==> src/rtl/multi_clock_tree_gen.sv <==
`default_nettype none
// ============================================================================
//  Module   : multi_clock_tree_gen
//  Purpose  : Generates NR_CHANNELS derived clock levels from one global clock.
//             A shared prescaler produces a tick every RELOAD_VALUE+1 cycles.
//             Each channel counts high/low phases in ticks. The phase lengths
//             are programmable per channel through shadow registers. A
//             run/stop/step FSM stops the channels only at phase boundaries,
//             so a high pulse is never cut short.
//  Ports    : fpgaGlobalClock   - sole clock
//             reset_i           - asynchronous active-high reset
//             run_i / halt_i    - run request level / forced stop (halt wins)
//             step_i            - one ch0 period while STOPPED
//             cfg_we_i, cfg_ch_i, cfg_high_i, cfg_low_i - shadow writes
//             clk_o, rise_o, fall_o - per-channel level and edge strobes
//             tick_o            - prescaler tick
//             state_o           - 0 STOPPED, 1 RUNNING, 2 STEPPING, 3 STOPPING
//  Revision : 1.0 - initial release
// ============================================================================
module multi_clock_tree_gen #(
    parameter int NR_CHANNELS  = 2,
    parameter int TICK_BITS    = 3,
    parameter int RELOAD_VALUE = 4,
    parameter int CNT_BITS     = 8,
    parameter int DEF_HIGH     = 1,
    parameter int DEF_LOW      = 1,
    parameter int RUN_AT_RESET = 1,
    localparam int CH_BITS     = (NR_CHANNELS > 1) ? $clog2(NR_CHANNELS) : 1
) (
    input  logic                   fpgaGlobalClock,
    input  logic                   reset_i,
    input  logic                   run_i,
    input  logic                   halt_i,
    input  logic                   step_i,
    input  logic                   cfg_we_i,
    input  logic [CH_BITS-1:0]     cfg_ch_i,
    input  logic [CNT_BITS-1:0]    cfg_high_i,
    input  logic [CNT_BITS-1:0]    cfg_low_i,
    output logic [NR_CHANNELS-1:0] clk_o,
    output logic [NR_CHANNELS-1:0] rise_o,
    output logic [NR_CHANNELS-1:0] fall_o,
    output logic                   tick_o,
    output logic [1:0]             state_o
);

    // ------------------------------------------------------------------
    // Constants
    // ------------------------------------------------------------------
    localparam logic [1:0] c_ST_STOPPED  = 2'd0;
    localparam logic [1:0] c_ST_RUNNING  = 2'd1;
    localparam logic [1:0] c_ST_STEPPING = 2'd2;
    localparam logic [1:0] c_ST_STOPPING = 2'd3;
    localparam logic [1:0] c_ST_RESET    = (RUN_AT_RESET != 0) ? c_ST_RUNNING
                                                               : c_ST_STOPPED;

    localparam logic [TICK_BITS-1:0] c_RELOAD   = TICK_BITS'(RELOAD_VALUE);
    localparam logic [TICK_BITS-1:0] c_TICK_ONE = TICK_BITS'(1);
    localparam logic [CNT_BITS-1:0]  c_CNT_ONE  = CNT_BITS'(1);
    localparam logic [CNT_BITS-1:0]  c_DEF_HIGH = CNT_BITS'(DEF_HIGH);
    localparam logic [CNT_BITS-1:0]  c_DEF_LOW  = CNT_BITS'(DEF_LOW);
    // The first phase after reset is a low phase of DEF_LOW ticks; a zero
    // duration is stretched to one tick just like a programmed zero.
    localparam logic [CNT_BITS-1:0]  c_PC_RESET = (DEF_LOW == 0) ? c_CNT_ONE
                                                                 : c_DEF_LOW;

    // ------------------------------------------------------------------
    // Shared prescaler
    // ------------------------------------------------------------------
    logic [TICK_BITS-1:0] r_cnt_q;
    logic [TICK_BITS-1:0] w_cnt_d;
    logic                 w_tick;

    always_comb begin
        w_tick  = (r_cnt_q == '0);
        w_cnt_d = w_tick ? c_RELOAD : (r_cnt_q - c_TICK_ONE);
    end

    always_ff @(posedge fpgaGlobalClock or posedge reset_i) begin
        if (reset_i) begin
            r_cnt_q <= c_RELOAD;
        end else begin
            r_cnt_q <= w_cnt_d;
        end
    end

    // With RELOAD_VALUE=0 the counter sits at zero during reset, so the
    // visible tick is masked while reset is held.
    assign tick_o = w_tick & ~reset_i;

    // ------------------------------------------------------------------
    // Run/stop/step FSM
    // ------------------------------------------------------------------
    logic [1:0]             r_state_q;
    logic [1:0]             w_state_d;
    logic                   w_adv_all;   // every channel may advance
    logic                   w_stopping;  // only high channels may advance
    logic [NR_CHANNELS-1:0] w_level;
    logic                   w_ch0_fall;  // ch0 falls at the coming edge

    always_ff @(posedge fpgaGlobalClock or posedge reset_i) begin
        if (reset_i) begin
            r_state_q <= c_ST_RESET;
        end else begin
            r_state_q <= w_state_d;
        end
    end

    always_comb begin
        w_state_d = r_state_q;
        case (r_state_q)
            c_ST_STOPPED: begin
                if (run_i && !halt_i) begin
                    w_state_d = c_ST_RUNNING;
                end else if (step_i && !run_i && !halt_i) begin
                    w_state_d = c_ST_STEPPING;
                end
            end
            c_ST_RUNNING: begin
                if (!run_i || halt_i) begin
                    w_state_d = c_ST_STOPPING;
                end
            end
            c_ST_STEPPING: begin
                // Leave on the same edge that drops ch0, so that a tick in
                // the following cycle cannot start a second ch0 period.
                if (w_ch0_fall || halt_i) begin
                    w_state_d = c_ST_STOPPING;
                end
            end
            c_ST_STOPPING: begin
                if (run_i && !halt_i) begin
                    w_state_d = c_ST_RUNNING;
                end else if (w_level == '0) begin
                    w_state_d = c_ST_STOPPED;
                end
            end
            default: begin
                w_state_d = c_ST_STOPPED;
            end
        endcase
    end

    always_comb begin
        state_o    = r_state_q;
        w_adv_all  = (r_state_q == c_ST_RUNNING) || (r_state_q == c_ST_STEPPING);
        w_stopping = (r_state_q == c_ST_STOPPING);
    end

    // ------------------------------------------------------------------
    // Channels
    // ------------------------------------------------------------------
    // Channel indices are compared at full integer width, so an index at or
    // beyond NR_CHANNELS matches no channel and the write is dropped.
    logic [31:0] w_cfg_ch;
    assign w_cfg_ch = 32'(cfg_ch_i);

    for (genvar g = 0; g < NR_CHANNELS; g++) begin : g_ch
        logic                r_level_q, w_level_d;
        logic                r_rise_q,  w_rise_d;
        logic                r_fall_q,  w_fall_d;
        logic [CNT_BITS-1:0] r_pc_q,    w_pc_d;
        logic [CNT_BITS-1:0] r_high_q,  w_high_d;
        logic [CNT_BITS-1:0] r_low_q,   w_low_d;
        logic [CNT_BITS-1:0] w_high_eff;
        logic [CNT_BITS-1:0] w_low_eff;
        logic                w_cfg_hit;
        logic                w_adv;

        always_comb begin
            // Shadow registers: only read when a new phase is loaded, so a
            // write never shortens or stretches the phase in progress.
            w_cfg_hit = cfg_we_i && (w_cfg_ch == 32'(g));
            w_high_d  = w_cfg_hit ? cfg_high_i : r_high_q;
            w_low_d   = w_cfg_hit ? cfg_low_i  : r_low_q;

            w_high_eff = (r_high_q == '0) ? c_CNT_ONE : r_high_q;
            w_low_eff  = (r_low_q  == '0) ? c_CNT_ONE : r_low_q;

            // While stopping, a low channel stays frozen and a high channel
            // runs its high phase to completion.
            w_adv = w_tick && (w_adv_all || (w_stopping && r_level_q));

            w_level_d = r_level_q;
            w_pc_d    = r_pc_q;
            w_rise_d  = 1'b0;
            w_fall_d  = 1'b0;
            if (w_adv) begin
                if (r_pc_q <= c_CNT_ONE) begin
                    w_level_d = ~r_level_q;
                    w_pc_d    = r_level_q ? w_low_eff : w_high_eff;
                    w_rise_d  = ~r_level_q;
                    w_fall_d  = r_level_q;
                end else begin
                    w_pc_d = r_pc_q - c_CNT_ONE;
                end
            end
        end

        always_ff @(posedge fpgaGlobalClock or posedge reset_i) begin
            if (reset_i) begin
                r_level_q <= 1'b0;
                r_rise_q  <= 1'b0;
                r_fall_q  <= 1'b0;
                r_pc_q    <= c_PC_RESET;
                r_high_q  <= c_DEF_HIGH;
                r_low_q   <= c_DEF_LOW;
            end else begin
                r_level_q <= w_level_d;
                r_rise_q  <= w_rise_d;
                r_fall_q  <= w_fall_d;
                r_pc_q    <= w_pc_d;
                r_high_q  <= w_high_d;
                r_low_q   <= w_low_d;
            end
        end

        assign clk_o[g]   = r_level_q;
        assign rise_o[g]  = r_rise_q;
        assign fall_o[g]  = r_fall_q;
        assign w_level[g] = r_level_q;

        if (g == 0) begin : g_ch0
            assign w_ch0_fall = w_fall_d;
        end
    end

endmodule
`default_nettype wire

==> config.mk <==
export PLATFORM = sky130hd
export DESIGN_NAME = multi_clock_tree_gen
export DESIGN_NICKNAME = d
export VERILOG_FILES = /design/src/rtl/multi_clock_tree_gen.sv
export SDC_FILE = /design/constraint.sdc
export NUM_CORES = 1
export LEC_CHECK = 0
export CAP_MARGIN = 20
export CORE_ASPECT_RATIO = 0.7
export CORE_UTILIZATION = 56
export CTS_CLUSTER_SIZE = 16
export DETAILED_ROUTE_END_ITERATION = 16
export PLACE_DENSITY = 0.79
export RECOVER_POWER = 100
export SYNTH_ARGS = -nofsm -noshare
export SYNTH_HDL_FRONTEND = slang
export SYNTH_SLANG_ARGS = --single-unit
==> constraint.sdc <==
create_clock -name fpgaGlobalClock -period 2.4 [get_ports fpgaGlobalClock]
set_input_delay 0.24 -clock fpgaGlobalClock [delete_from_list [all_inputs] [get_ports fpgaGlobalClock]]
set_output_delay 0.24 -clock fpgaGlobalClock [all_outputs]
set_load 0.05 [all_outputs]
==> results of run 1 <==
## through the flow
| step | util (%) | total power (W) | hold slack (ns) | instances |
|---|---|---|---|---|
| floorplan | - | 0.002544 | 0.3906 | 269 |
| global placement | 68.43 | 0.002869 | 0.4774 | 361 |
| detailed placement | 68.43 | 0.002903 | 0.4942 | 361 |
| CTS | 72.34 | 0.003807 | 0.3390 | 377 |
| global route | 71.13 | 0.003990 | 0.5308 | 377 |
| finish | 71.13 | 0.003728 | 0.4981 | 377 |
## logic make-up (layout without fill, tap and decap cells)
group / count (synthesis) / count (layout) / share of synthesized area [%]
adders and majority gates: 9 / 9 / 3.733
muxes: 51 / 51 / 18.46
DFF: 59 / 59 / 49.27
xor gates and xnor gates: 2 / 2 / 0.5808
AOI/OAI and AO/OA: 49 / 49 / 10.83
and+or+nand+nor: 73 / 73 / 13.11
buffers and inverters: 26 / 65 / 4.023
## report_power, final
| group | switching, W | total, W | leakage [nW] | internal [W] |
|---|---|---|---|---|
| clock network | 0.000379 | 0.000882 | 0.0991 | 0.000502 |
| logic | 0.000705 | 0.00130 | 0.701 | 0.000596 |
| registers | 0.000272 | 0.00154 | 0.695 | 0.00127 |
## flip-flops by register name, summed over array words and instances, names as in the netlist
name and cells:
g_ch.r_high_q 16, g_ch.r_low_q 16, g_ch.r_pc_q 16, r_cnt_q 3, g_ch.r_fall_q 2, g_ch.r_level_q 2, g_ch.r_rise_q 2, state_o 2
## final cells by class
type | instances | area (µm²)
clock buffer | 11 | 141.4
multi-input combinational | 184 | 1374
fill | 365 | 1434
tap | 69 | 86.33
sequential | 59 | 1486
timing repair buffer | 38 | 350.3
clock inverter | 5 | 52.55
inverter | 11 | 41.29
## per-layer routing
layer	GRT usage [%]	vias to the layer above
li1	-	1039
met1	35.95	1071
met2	37.40	65
met3	7.126	6
met4	11.07	0
met5	0	-
## cell usage in the layout, fill, tap and decap left out, types with 3 or more instances in the layout
cell type,n
nor3_1,8
inv_1,10
or3_1,3
nor4_1,6
a21oi_1,13
nand2_1,17
a32oi_1,3
clkinv_2,3
mux2i_1,14
dlygate4sd3_1,10
a31oi_1,3
dfrtp_1,51
clkbuf_1,3
o31ai_1,3
clkbuf_8,10
o21ai_0,14
clkdlybuf4s50_1,20
buf_4,5
or4_1,3
o22a_1,4
dfstp_2,7
ha_1,9
nor2_1,22
mux2_2,37
## cells in the mapped netlist, drive strengths merged, types with 2 or more instances
cell / instances
a21oi: 13
a22o: 2
a22oi: 2
a31oi: 3
a32oi: 3
buf: 9
clkbuf: 6
dfrtp: 51
dfstp: 8
ha: 9
inv: 11
mux2: 37
mux2i: 14
nand2: 17
nand2b: 3
nand3: 2
nor2: 22
nor2b: 2
nor3: 8
nor4: 6
o21ai: 14
o22a: 4
o31ai: 3
o41ai: 2
or2: 2
or3: 3
or4: 4
xnor2: 2
## repair_timing
| action | CTS | global route |
|---|---|---|
| resized for setup | 0 | 1 |
| endpoints found under the setup margin | 0 | 1 |
| hold endpoints to repair | 0 | 0 |
## worst max-delay path, cell delays in order (launching register included)
cell,delay (ns)
dfstp_2,0.55
inv_1,0.09
ha_1,0.34
a21oi_1,0.05
or2_0,0.28
or4_1,0.48
nor2_1,0.14
o22a_1,0.14
## how the worst min path moves through the flow
stage                              from                   to  slack, ns  cells after the start
after floorplan           cfg_high_i[1]  g_ch[1].r_high_q[1]       0.39                      1
after global placement       r_cnt_q[0]           r_cnt_q[0]       0.48                      1
after detailed placement     r_cnt_q[2]           r_cnt_q[2]       0.49                      2
after CTS                       reset_i    g_ch[1].r_level_q       0.34                      3
after global routing         r_cnt_q[0]           r_cnt_q[0]       0.53                      1
final                        r_cnt_q[0]           r_cnt_q[0]       0.50                      1
==> out/qor.txt, run 1 <==
Worst R2R Setup Slack: 0.27 ns
Clock transition at path regs: 0.07 ns
Setup WS post-layout: 0.2711 ns
CP endpoint kind: register
Initial antenna violation count: 0
Num ports: 32
Crit path arrival time: 2.40 ns
Inserted Diodes: 0
Area Overhead vs Synth: 17.09%
Worst skew pair latency: 0.33 ns
DRC: 0
Final period utilization: 88.71%
Pre-CTS WS: 0.3591 ns
Worst setup path category: register to register
GPL Wtd Cong: 0.8621
Met2 wire len: 2713 µm
Syn Inst Count: 269
Final antenna-violating net count: 0
Max Slew Vio Count: 0
MaxCap Viol Count: 0
Crit path capture: g_ch[0].r_pc_q[7]
TritonRoute pass-1 iters: 5
Longest Clk Path Bufs: 2
Final net count: 335
RSZ-0062 raised after global routing: false
Clock sink total: 59
Power Density: 1056 nW/µm²
Predominant post-synthesis flop cell: dfrtp_1
Ys Warns: 0
Largest net degree at the start of global routing: 60
Post-DP HPWL: 4359 µm
Clock Root Buffer: clkbuf_8
Total gr overflow: 0
Seq/Total Area, Yosys: 49.27%
Leakage: 1.495 nW
Synthesized area: 3017 µm²
Initial DRC Count: 148
Endpoints failing setup: 0
Worst Hold Class: register to register
FP Rows: 21
Post-synth top area share: 42.31%
Setup TNS Final: 0 ns
Status: finished, final reports clean
FMAX: 469.7 MHz
Full die area: 5689 µm²
Post-synth EDFFs: 0
Dpl cell area: 3398 µm²
TritonCTS Buffers: 9
Clock skew: 0.005909 ns
Wire length per cell: 16.34 µm
Die Span X: 89.73 µm
Die H: 63.41 µm
Worst Path Max Fanout: 4
#FFs+latches synth: 59
Critical path origin: state_o[0]
Core Box Area: 4966 µm²
Htree depth: 3
Syn avg cell area: 11.21 µm²
Initial core utilization: 60.75%
Detailed-route via count: 2181
CTS Hold Bufs: 0
Worst slew margin: 6.562%
Cell area after layout: 3532 µm²
Yosys top cell by area: dfrtp_1
Vias in the first global route: 2170
R2r worst-path depth: 7
FF-to-FF End: g_ch[0].r_pc_q[7]
Synth unique cells: 42
Crit path required time: 2.67 ns
Max IR drop VDD: 0.5433 mV
R2r startpoint: state_o[0]
IO buf count: 31
Post-synthesis async set-or-reset flop share: 100.0%
CTS tree: built
Met3 wire length: 343 µm
Post-CTS setup buffers: 0
Global-route usage over all layers: 25.64%
Final hold viol count: 0
Startpoint Class: register
Least-Margin Pin Slew: 1.402 ns
First-pass GRT wire length: 10960 µm
Layout cell share with drive strength beyond 1: 22.08%
Crit path time final: 2.129 ns
Net Count, Synth: 301
Routed WL: 6160 µm
Top sig layer: met4
DRT met1 WL: 3016 µm
Vias per cell: 5.785
Top cells by area, synth: dfrtp_1 (42%), mux2_2 (14%), dfstp_2 (7.0%)
(Power assumes the default switching activity.)
==> inputs of run 2 (changes only) <==
==> constraint.sdc (replaced) <==
create_clock -name fpgaGlobalClock -period 2.4 [get_ports fpgaGlobalClock]
set_input_delay 0.24 -clock fpgaGlobalClock [delete_from_list [all_inputs] [get_ports fpgaGlobalClock]]
set_output_delay 0.24 -clock fpgaGlobalClock [all_outputs]
set_load 0.1 [all_outputs]
==> run 2 against run 1 <==
Effect of this change: global-route usage fell by 2.3 points; non-clock buffer count did not move; sequential cell count did not move; setup slack got worse by 0.089 ns; final cell count did not move; critical path type unchanged; critical endpoint is now g_ch[0].r_pc_q[6]; largest power group unchanged; highest routed layer unchanged.
==> out/qor.txt, run 2 (synthesis gave the netlist of run 1 again) <==
Most Crowded Layer GR: met2
Area of the multi-input gates: 1391 µm²
Combinational power share: 36.6%
Final period utilization: 92.39%
Clock Root Buffer: clkbuf_8
TritonRoute pass-1 iters: 4
Longest Clk Path Bufs: 2
Clock skew: 0.01059 ns
Crit path time final: 2.217 ns
First-pass GRT wire length: 10050 µm
CTS Hold Bufs: 0
Leakage: 1.486 nW
DRC: 0
Met3 Use GR: 7.729%
Die Span X: 89.73 µm
Final-layout fill cell count: 370
Worst Hold Class: input pin to async pin
TritonCTS Buffers: 9
Die H: 63.41 µm
R2r startpoint: state_o[0]
GPL Wtd Cong: 0.8445
Cell area after layout: 3535 µm²
Crit-path cells: inv_1 > ha_1 > a21oi_1 > or2_1 > clkbuf_1 > o41ai_1 > o21ai_0
Largest net degree at the start of global routing: 31
Met2 usage: 34.42%
Register area: 1491 µm²
Initial antenna violation count: 0
Routed WL: 6008 µm
Wire length per cell: 15.94 µm
CP max-delay cell: dfstp_4
Clock transition at path regs: 0.07 ns
Layout cell share with drive strength beyond 1: 22.40%
Post-CTS setup buffers: 0
Sw frac: 37.66%
Final antenna-violating net count: 0
P_sw: 0.001512 W
MaxCap Viol Count: 0
Initial DRC Count: 110
Top flop regs: g_ch.r_high_q x16, g_ch.r_low_q x16, g_ch.r_pc_q x16
Core Box Area: 4966 µm²
FF-to-FF End: g_ch[0].r_pc_q[6]
Post-DP HPWL: 4431 µm
FP Rows: 21
IO buf count: 31
Clock share of power: 25.3%
Max IR drop VDD: 0.6030 mV
Power Density: 1136 nW/µm²
CTS tree: built
Most common library cell in the layout ignoring fill and taps: dfrtp_1
Htree depth: 3
Crit path required time: 2.60 ns
Startpoint Class: register
Worst skew pair latency: 0.34 ns
Worst slew margin: 22.18%
Endpoints failing setup: 0
Total gr overflow: 0
CP endpoint kind: register
Global-route usage over all layers: 23.35%
Post-CTS Resized: 0
Worst Path Max Fanout: 8
Final hold viol count: 0
RSZ-0062 raised after global routing: false
Vias per cell: 5.682
Worst R2R Setup Slack: 0.18 ns
FMAX: 451.0 MHz
R2r worst-path depth: 7
Detailed-route via count: 2142
Full die area: 5689 µm²
Worst setup path category: register to register
Vias in the first global route: 2057
Bufs and invs on worst path: 2
Num ports: 32
Top Family by Delay on Critical Path: flip-flops
Internal power: 0.002503 W
Crit path arrival time: 2.41 ns
Inserted Diodes: 0
Dpl cell area: 3368 µm²
Max Slew Vio Count: 0
Met1 usage: 33.02%
Most frequent cells in the layout: dfrtp_1 (50), mux2_2 (36), nor2_1 (22)
Final net count: 335
Least-Margin Pin Slew: 1.172 ns
Part of the power in registers: 38.1%
Status: finished, final reports clean
Area Overhead vs Synth: 17.17%
CP max stage delay: 0.63 ns
Setup TNS Final: 0 ns
Clock sink total: 59
Initial core utilization: 60.75%
run 2: power by group through the flow:
| stage | sequential, W | clock (W) | combinational, W |
|---|---|---|---|
| after floorplan | 0.00161 | 0 | 0.00107 |
| after global placement | 0.00153 | 0 | 0.00146 |
| after detailed placement | 0.00154 | 0 | 0.00149 |
| after CTS | 0.00153 | 0.00104 | 0.00151 |
| after global routing | 0.00157 | 0.00108 | 0.00161 |
| final | 0.00153 | 0.00102 | 0.00147 |
run 2: stage by stage:
| step | util, % | instances | hold WS [ns] | setup slack [ns] | power [W] |
|---|---|---|---|---|---|
| 6_report | 71.18 | 377 | 0.3971 | 0.1825 | 0.004015 |
| 4_1_cts | 72.41 | 377 | 0.1880 | 0.2211 | 0.004077 |
| 3_5_place_dp | 67.83 | 361 | 0.4918 | 0.2482 | 0.003032 |
| 3_3_place_gp | 67.83 | 361 | 0.4790 | 0.2956 | 0.002994 |
| 2_1_floorplan | - | 269 | 0.3906 | 0.07147 | 0.002682 |
| 5_1_grt | 71.18 | 377 | 0.4343 | 0.08986 | 0.004260 |
run 2: layout make-up:
type / instances / share of cell area, %
clock buffer: 12 / 4.389
clock inverter: 4 / 2.053
inverter: 11 / 1.168
multi-input combinational: 184 / 39.36
sequential: 59 / 42.19
tap: 69 / 2.442
timing repair buffer: 38 / 8.389
run 2: worst max-delay path by stage:
stage	startpoint	end	slack [ns]	depth (start not counted)
global route	state_o[0]	g_ch[0].r_pc_q[6]	0.09	7
global placement	state_o[0]	g_ch[0].r_pc_q[7]	0.30	7
floorplan	state_o[0]	g_ch[0].r_pc_q[7]	0.07	8
finish	state_o[0]	g_ch[0].r_pc_q[6]	0.18	7
CTS	state_o[0]	g_ch[0].r_pc_q[7]	0.22	7
detailed placement	state_o[0]	g_ch[0].r_pc_q[6]	0.25	7
run 2: layer usage:
layer | wire length [µm] | vias up
li1 | - | 1042
met1 | 2974 | 1030
met2 | 2570 | 60
met3 | 397 | 10
met4 | 65 | 0
met5 | 0 | -
==> RTL edit 1: new RTL, settings of run 2 <==
The parameter `CNT_BITS` goes from 8 to 9.
--- a/src/rtl/multi_clock_tree_gen.sv
+++ b/src/rtl/multi_clock_tree_gen.sv
@@ -21,7 +21,7 @@
     parameter int NR_CHANNELS  = 2,
     parameter int TICK_BITS    = 3,
     parameter int RELOAD_VALUE = 4,
-    parameter int CNT_BITS     = 8,
+    parameter int CNT_BITS     = 9,
     parameter int DEF_HIGH     = 1,
     parameter int DEF_LOW      = 1,
     parameter int RUN_AT_RESET = 1,
Interface: changed (resized cfg_high_i and cfg_low_i); port bits go from 32 to 34. The function was not compared with the original's and may differ.
==> RTL edit 1 against run 2 <==
- global-route usage grew 0.90 points
- power grew 3.0%
- routed wire length grew 14%
- area after synthesis grew 12%
- critical endpoint is now g_ch[1].r_pc_q[6]
- via count grew 12%
- cell count grew 7.4%
- count of clock-buffer cells in the layout grew 1
- maximum frequency grew 1.4%
- die area grew 12%
- first-iteration DRC count grew 72%
- sequential cell count grew 6
- setup slack gained 0.030 ns
- cell area grew 9.6%
==> RTL edit 1: results (changes against run 2) <==
* Netlist cell types at 51 (was 42)
* Met2 Track Usage GR at 0.344 (about the same)
* Leak at 1.64 nW (was 1.49 nW)
* M1 GR Usage at 0.353 (was 0.330)
* Status: complete, no violations (unchanged)
* Worst-margin pin slew at 1.18 ns (was 1.17 ns)
* Largest registers: g_ch.r_high_q (18), g_ch.r_low_q (18), g_ch.r_pc_q (18) (was g_ch.r_high_q (16), g_ch.r_low_q (16), g_ch.r_pc_q (16))
* Post-DP HPWL at 5050 um (was 4430 um)
* CP top delay family: compound AO/OA/AOI/OAI gates (was flip-flops)
* CP max FO at 15 (was 8)
* DP Cell Count at 389 (was 361)
* Sequential fraction of the synthesis area at 0.482 (was 0.493)
* Post-placement setup slack at 0.243 ns (was 0.248 ns)
* DRT Wirelength at 6860 um (was 6010 um)
* Vias/cell at 5.90 (was 5.68)
* Fillers at 444 (was 370)
* Wire length per cell at 16.9 um (was 15.9 um)
* Syn Nets at 329 (was 301)
* Initial Util at 0.587 (was 0.607)
* Top_reg_cell synth: dfrtp_1 (unchanged)
* Port bufs at 33 (was 31)
* Maximum VDD drop at 0.582 mV (was 0.603 mV)
* Fraction of layout cells with a size suffix above 1 at 0.221 (was 0.224)
* Slowest CP cell: dfstp_2 (was dfstp_4)
* Cells after Synth at 294 (was 269)
* Nets@finish at 360 (was 335)
* Synth cell count leaders: dfrtp_1 (57), mux2_2 (44), inv_1 (16) (was dfrtp_1 (51), mux2_2 (37), nor2_1 (22))
* Largest stage delay on the critical path at 0.57 ns (was 0.63 ns)
* Placed Area at 3740 um^2 (was 3370 um^2)
* Met3 GRT Util at 0.0845 (was 0.0773)
* Largest cells by area after synthesis: dfrtp_1 (42%), mux2_2 (15%), dfstp_2 (6.2%) (was dfrtp_1 (42%), mux2_2 (14%), dfstp_2 (7.0%))
* Num CTS Buffers at 9 (unchanged)
* WP data arrival at 2.38 ns (was 2.41 ns)
* Largest net degree at the start of global routing at 55 (was 31)
* # Post-CTS Setup Buffers at 0 (unchanged)
* Total track usage at 0.243 (was 0.234)
* Fin Clk Skew at 0.00645 ns (was 0.0106 ns)
* Sequential power share at 0.422 (was 0.381)
* First-pass GRT wire length at 11,300 um (was 10,100 um)
* Internal power at 2.53 mW (was 2.50 mW)
* Initial detailed-routing violation count at 189 (was 110)
* Root Driver: clkbuf_8 (unchanged)
* Routability-driven placement congestion ratio at 0.860 (was 0.845)
* Vias in the first global route at 2,240 (was 2,057)
* P_seq at 1.74 mW (was 1.53 mW)
* Clk pwr share at 0.217 (was 0.253)
RTL edit 1: changes by cell type after synthesis, sizes merged, moves of 5 or more:
cell     delta
nor2       -10
buf         +8
mux2        +8
nand2       -7
a2bb2oi     +6
dfrtp       +6
clkbuf      -5
inv         +5
RTL edit 1: layer usage:
layer / vias to the layer above / wire, um
met5: - / 0
met4: 0 / 55
met3: 5 / 465
met2: 76 / 2880
met1: 1166 / 3450
li1: 1143 / -
RTL edit 1: final cells by class:
class                   count  area [um^2]  area share
clock buffers              13          149      0.0384
clock inverters             3         40.0      0.0103
inverters                  16         60.1      0.0155
multi-input cells         195         1580       0.407
flip-flops and latches     65         1640       0.423
well taps                  75         93.8      0.0242
repair buffers             38          318      0.0820
RTL edit 1: cells by family (layout without fill, tap and decap cells):
group / Yosys count / after routing / synth area share
flops: 65 / 65 / 0.482
fa+ha+maj: 10 / 10 / 0.0369
xor+xnor: 2 / 2 / 0.00516
compound gates: 56 / 56 / 0.119
buf+inv: 34 / 70 / 0.0520
simple gates: 70 / 70 / 0.119
mux: 57 / 57 / 0.186
RTL edit 1: path summary, 6_finish.rpt:
kind / startpoint / end / slack, ns / depth (start not counted)
max: state_o[0] / g_ch[1].r_pc_q[6] / 0.21 / 6
min: reset_i / state_o[1] / 0.39 / 2
max reg2reg: state_o[0] / g_ch[1].r_pc_q[6] / 0.21 / 6
min reg2reg: r_cnt_q[0] / r_cnt_q[0] / 0.46 / 1
max in group asynchronous: reset_i / g_ch[0].r_low_q[8] / 0.51 / 3
min in group fpgaGlobalClock: r_cnt_q[0] / r_cnt_q[0] / 0.46 / 1
RTL edit 1: worst reg2reg max path, stage by stage (launching register included):
cell and delay, ns:
dfstp_2 0.57, inv_1 0.08, ha_1 0.35, a21o_1 0.16, nand2_1 0.28, o41ai_1 0.41
o311ai_0 0.18
==> RTL edit 2: new RTL, settings of run 2 <==
Without the edit above. Put one more register stage on the output `rise_o`, cleared by the reset. The value now appears one clock later. The other outputs are not delayed to match.
--- a/src/rtl/multi_clock_tree_gen.sv
+++ b/src/rtl/multi_clock_tree_gen.sv
@@ -63,6 +63,8 @@
     localparam logic [CNT_BITS-1:0]  c_PC_RESET = (DEF_LOW == 0) ? c_CNT_ONE
                                                                  : c_DEF_LOW;
 
+    logic [NR_CHANNELS-1:0] rise_d;
+
     // ------------------------------------------------------------------
     // Shared prescaler
     // ------------------------------------------------------------------
@@ -215,7 +217,7 @@
         end
 
         assign clk_o[g]   = r_level_q;
-        assign rise_o[g]  = r_rise_q;
+        assign rise_d[g]  = r_rise_q;
         assign fall_o[g]  = r_fall_q;
         assign w_level[g] = r_level_q;
 
@@ -224,6 +226,14 @@
         end
     end
 
+    always_ff @(posedge fpgaGlobalClock or posedge reset_i) begin
+        if (reset_i) begin
+            rise_o <= '0;
+        end else begin
+            rise_o <= rise_d;
+        end
+    end
+
 endmodule
 `default_nettype wire
 
Behaviour: not the same (Yosys sat finds a counterexample within 10 cycles, from zero or initial values and one cycle with reset_i high).
==> RTL edit 2 against run 2 <==
- clock power down 7%
- area after synthesis rose by 4.0%
- routed wire length rose by 8.4%
- sequential cell count grew 2
- power up 2.8%
- setup slack got worse by 0.0088 ns
- critical endpoint is now state_o[1]
- cell area rose by 3.7%
- synthesized cell count up 0.37%
==> RTL edit 2: results (changes against run 2) <==
* Final hold violations at 0 (unchanged)
* Routability-driven placement congestion ratio at 0.870 (was 0.845)
* Worst-Skew Late Latency at 0.34 ns (about the same)
* Fraction of layout cells with a size suffix above 1 at 0.260 (was 0.224)
* Fin Clk Skew at 0.00736 ns (was 0.0106 ns)
* Largest stage delay on the critical path at 0.64 ns
* Sequential fraction of the synthesis area at 0.490 (was 0.493)
* Max transition margin at 0.0143 (was 0.222)
* Largest cells by area after synthesis: dfrtp_1 (42%), mux2_2 (15%), dfstp_2 (6.7%) (was dfrtp_1 (42%), mux2_2 (14%), dfstp_2 (7.0%))
* # rows at 22 (was 21)
* Port bufs at 31 (unchanged)
* WP data arrival at 2.42 ns
* Largest registers: g_ch.r_high_q (16), g_ch.r_low_q (16), g_ch.r_pc_q (16) (unchanged)
* Initial detailed-routing violation count at 137 (was 110)
* Netlist cell types at 51 (was 42)
* Wire length per cell at 17.0 um (was 15.9 um)
* Tightest Hold Check Type: reg2reg (was in2async)
* Root Driver: clkbuf_8 (unchanged)
* Maximum VDD drop at 0.570 mV (was 0.603 mV)
* Top_reg_cell synth: dfrtp_1 (unchanged)
* DRT Wirelength at 6510 um (was 6010 um)
* CTS max path bufs at 2 (unchanged)
* Post-DP HPWL at 4640 um (was 4430 um)
* Synth warn at 0 (unchanged)
* Tmin final at 2.23 ns (was 2.22 ns)
* Nets@finish at 339 (was 335)
* CP Capture Point: state_o[1] (was g_ch[0].r_pc_q[6])
* DR pass1 iterations at 4 (unchanged)
* Largest net degree at the start of global routing at 62 (was 31)
* Syn Nets at 302 (was 301)
* # diodes at 0 (unchanged)
* Post-placement setup slack at 0.226 ns (was 0.248 ns)
* Clock-pin slew on the worst setup and hold paths at 0.07 ns (about the same)
* Total track usage at 0.251 (was 0.234)
* First-pass GRT wire length at 11,300 um (was 10,100 um)
* Num CTS Buffers at 9 (unchanged)
* Vias in the first global route at 2,235 (was 2,057)
* Post-synthesis area per instance at 11.6 um^2 (was 11.2 um^2)
* CP max FO at 6 (was 8)
* Worst Reg-to-Reg Cells at 6 (was 7)
* Initial antenna violation count at 0 (unchanged)
* FF-to-FF setup slack at 0.17 ns
* CP startpoint: state_o[0] (unchanged)
* Status: complete, no violations (unchanged)
* Slowest CP cell: dfstp_4 (unchanged)
* # resized after CTS at 0 (unchanged)
* Leak at 1.53 nW (was 1.49 nW)
* # Post-CTS Setup Buffers at 0 (unchanged)
* CTS Hold Buffers Added at 0 (unchanged)
* Max H-tree Level at 3 (unchanged)
* Vias post-DR at 2,257 (was 2,142)
* Asr flop ratio synth at 1.00 (unchanged)
* Synth cell count leaders: dfrtp_1 (53), mux2_2 (42), nor2_1 (17) (was dfrtp_1 (51), mux2_2 (37), nor2_1 (22))
* DP Cell Count at 368 (was 361)
[RTL edit 2: report_power, final]
group	internal, mW	leakage (nW)	switching, mW	total [mW]
Clock	0.563	0.106	0.390	0.953
Combinational	0.652	0.702	0.894	1.55
Sequential	1.30	0.725	0.326	1.63
Total	2.52	1.53	1.61	4.13
[RTL edit 2: cells by family (layout without fill, tap and decap cells)]
family	after synthesis	after routing	synth area share
buffers and inverters	23	65	0.0355
AOI/OAI and AO/OA	46	46	0.107
muxes	57	57	0.199
and+or+nand+nor	72	72	0.128
adders and majority gates	9	9	0.0359
xor gates and xnor gates	2	2	0.00558
DFF	61	61	0.490
[RTL edit 2: worst min-delay path by stage]
stage                           from          to  slack [ns]  cells after the start
finish              g_ch[1].r_rise_q   rise_o[1]        0.35                      0
global placement    g_ch[1].r_rise_q   rise_o[1]        0.33                      0
global route        g_ch[1].r_rise_q   rise_o[1]        0.36                      0
detailed placement  g_ch[1].r_rise_q   rise_o[1]        0.34                      0
CTS                          reset_i  state_o[1]        0.32                      3
floorplan           g_ch[0].r_rise_q   rise_o[0]        0.33                      0
[RTL edit 2: layout make-up]
class,count,area (um^2)
sequential,61,1540
clock inverter,3,42.5
multi-input combinational,186,1490
clock buffer,13,169
fill,401,1650
tap,72,90.1
inverter,12,45.0
timing repair buffer,37,290
[RTL edit 2: worst max-delay path: cells and delay by family, from the launching register on]
family / cells / cell delay, ns
buf+inv: 1 / 0.10
flops: 1 / 0.64
simple gates: 2 / 0.38
compound gates: 2 / 0.57
fa+ha+maj: 1 / 0.38
[RTL edit 2: stage by stage]
| stage | hold WS [ns] | instance area [um^2] |
|---|---|---|
| final | 0.352 | 3660 |
| after floorplan | 0.331 | 3140 |
| after detailed placement | 0.336 | 3510 |
| after global placement | 0.332 | 3510 |
| after global routing | 0.357 | 3660 |
| after CTS | 0.317 | 3720 |
[RTL edit 2: routing by layer]
layer / global-route usage / vias to the layer above / part of all wire
met5: 0 / - / 0
met4: 0.0556 / 0 / 0.011
li1: - / 1071 / -
met1: 0.364 / 1117 / 0.50
met3: 0.0822 / 10 / 0.057
met2: 0.368 / 59 / 0.43
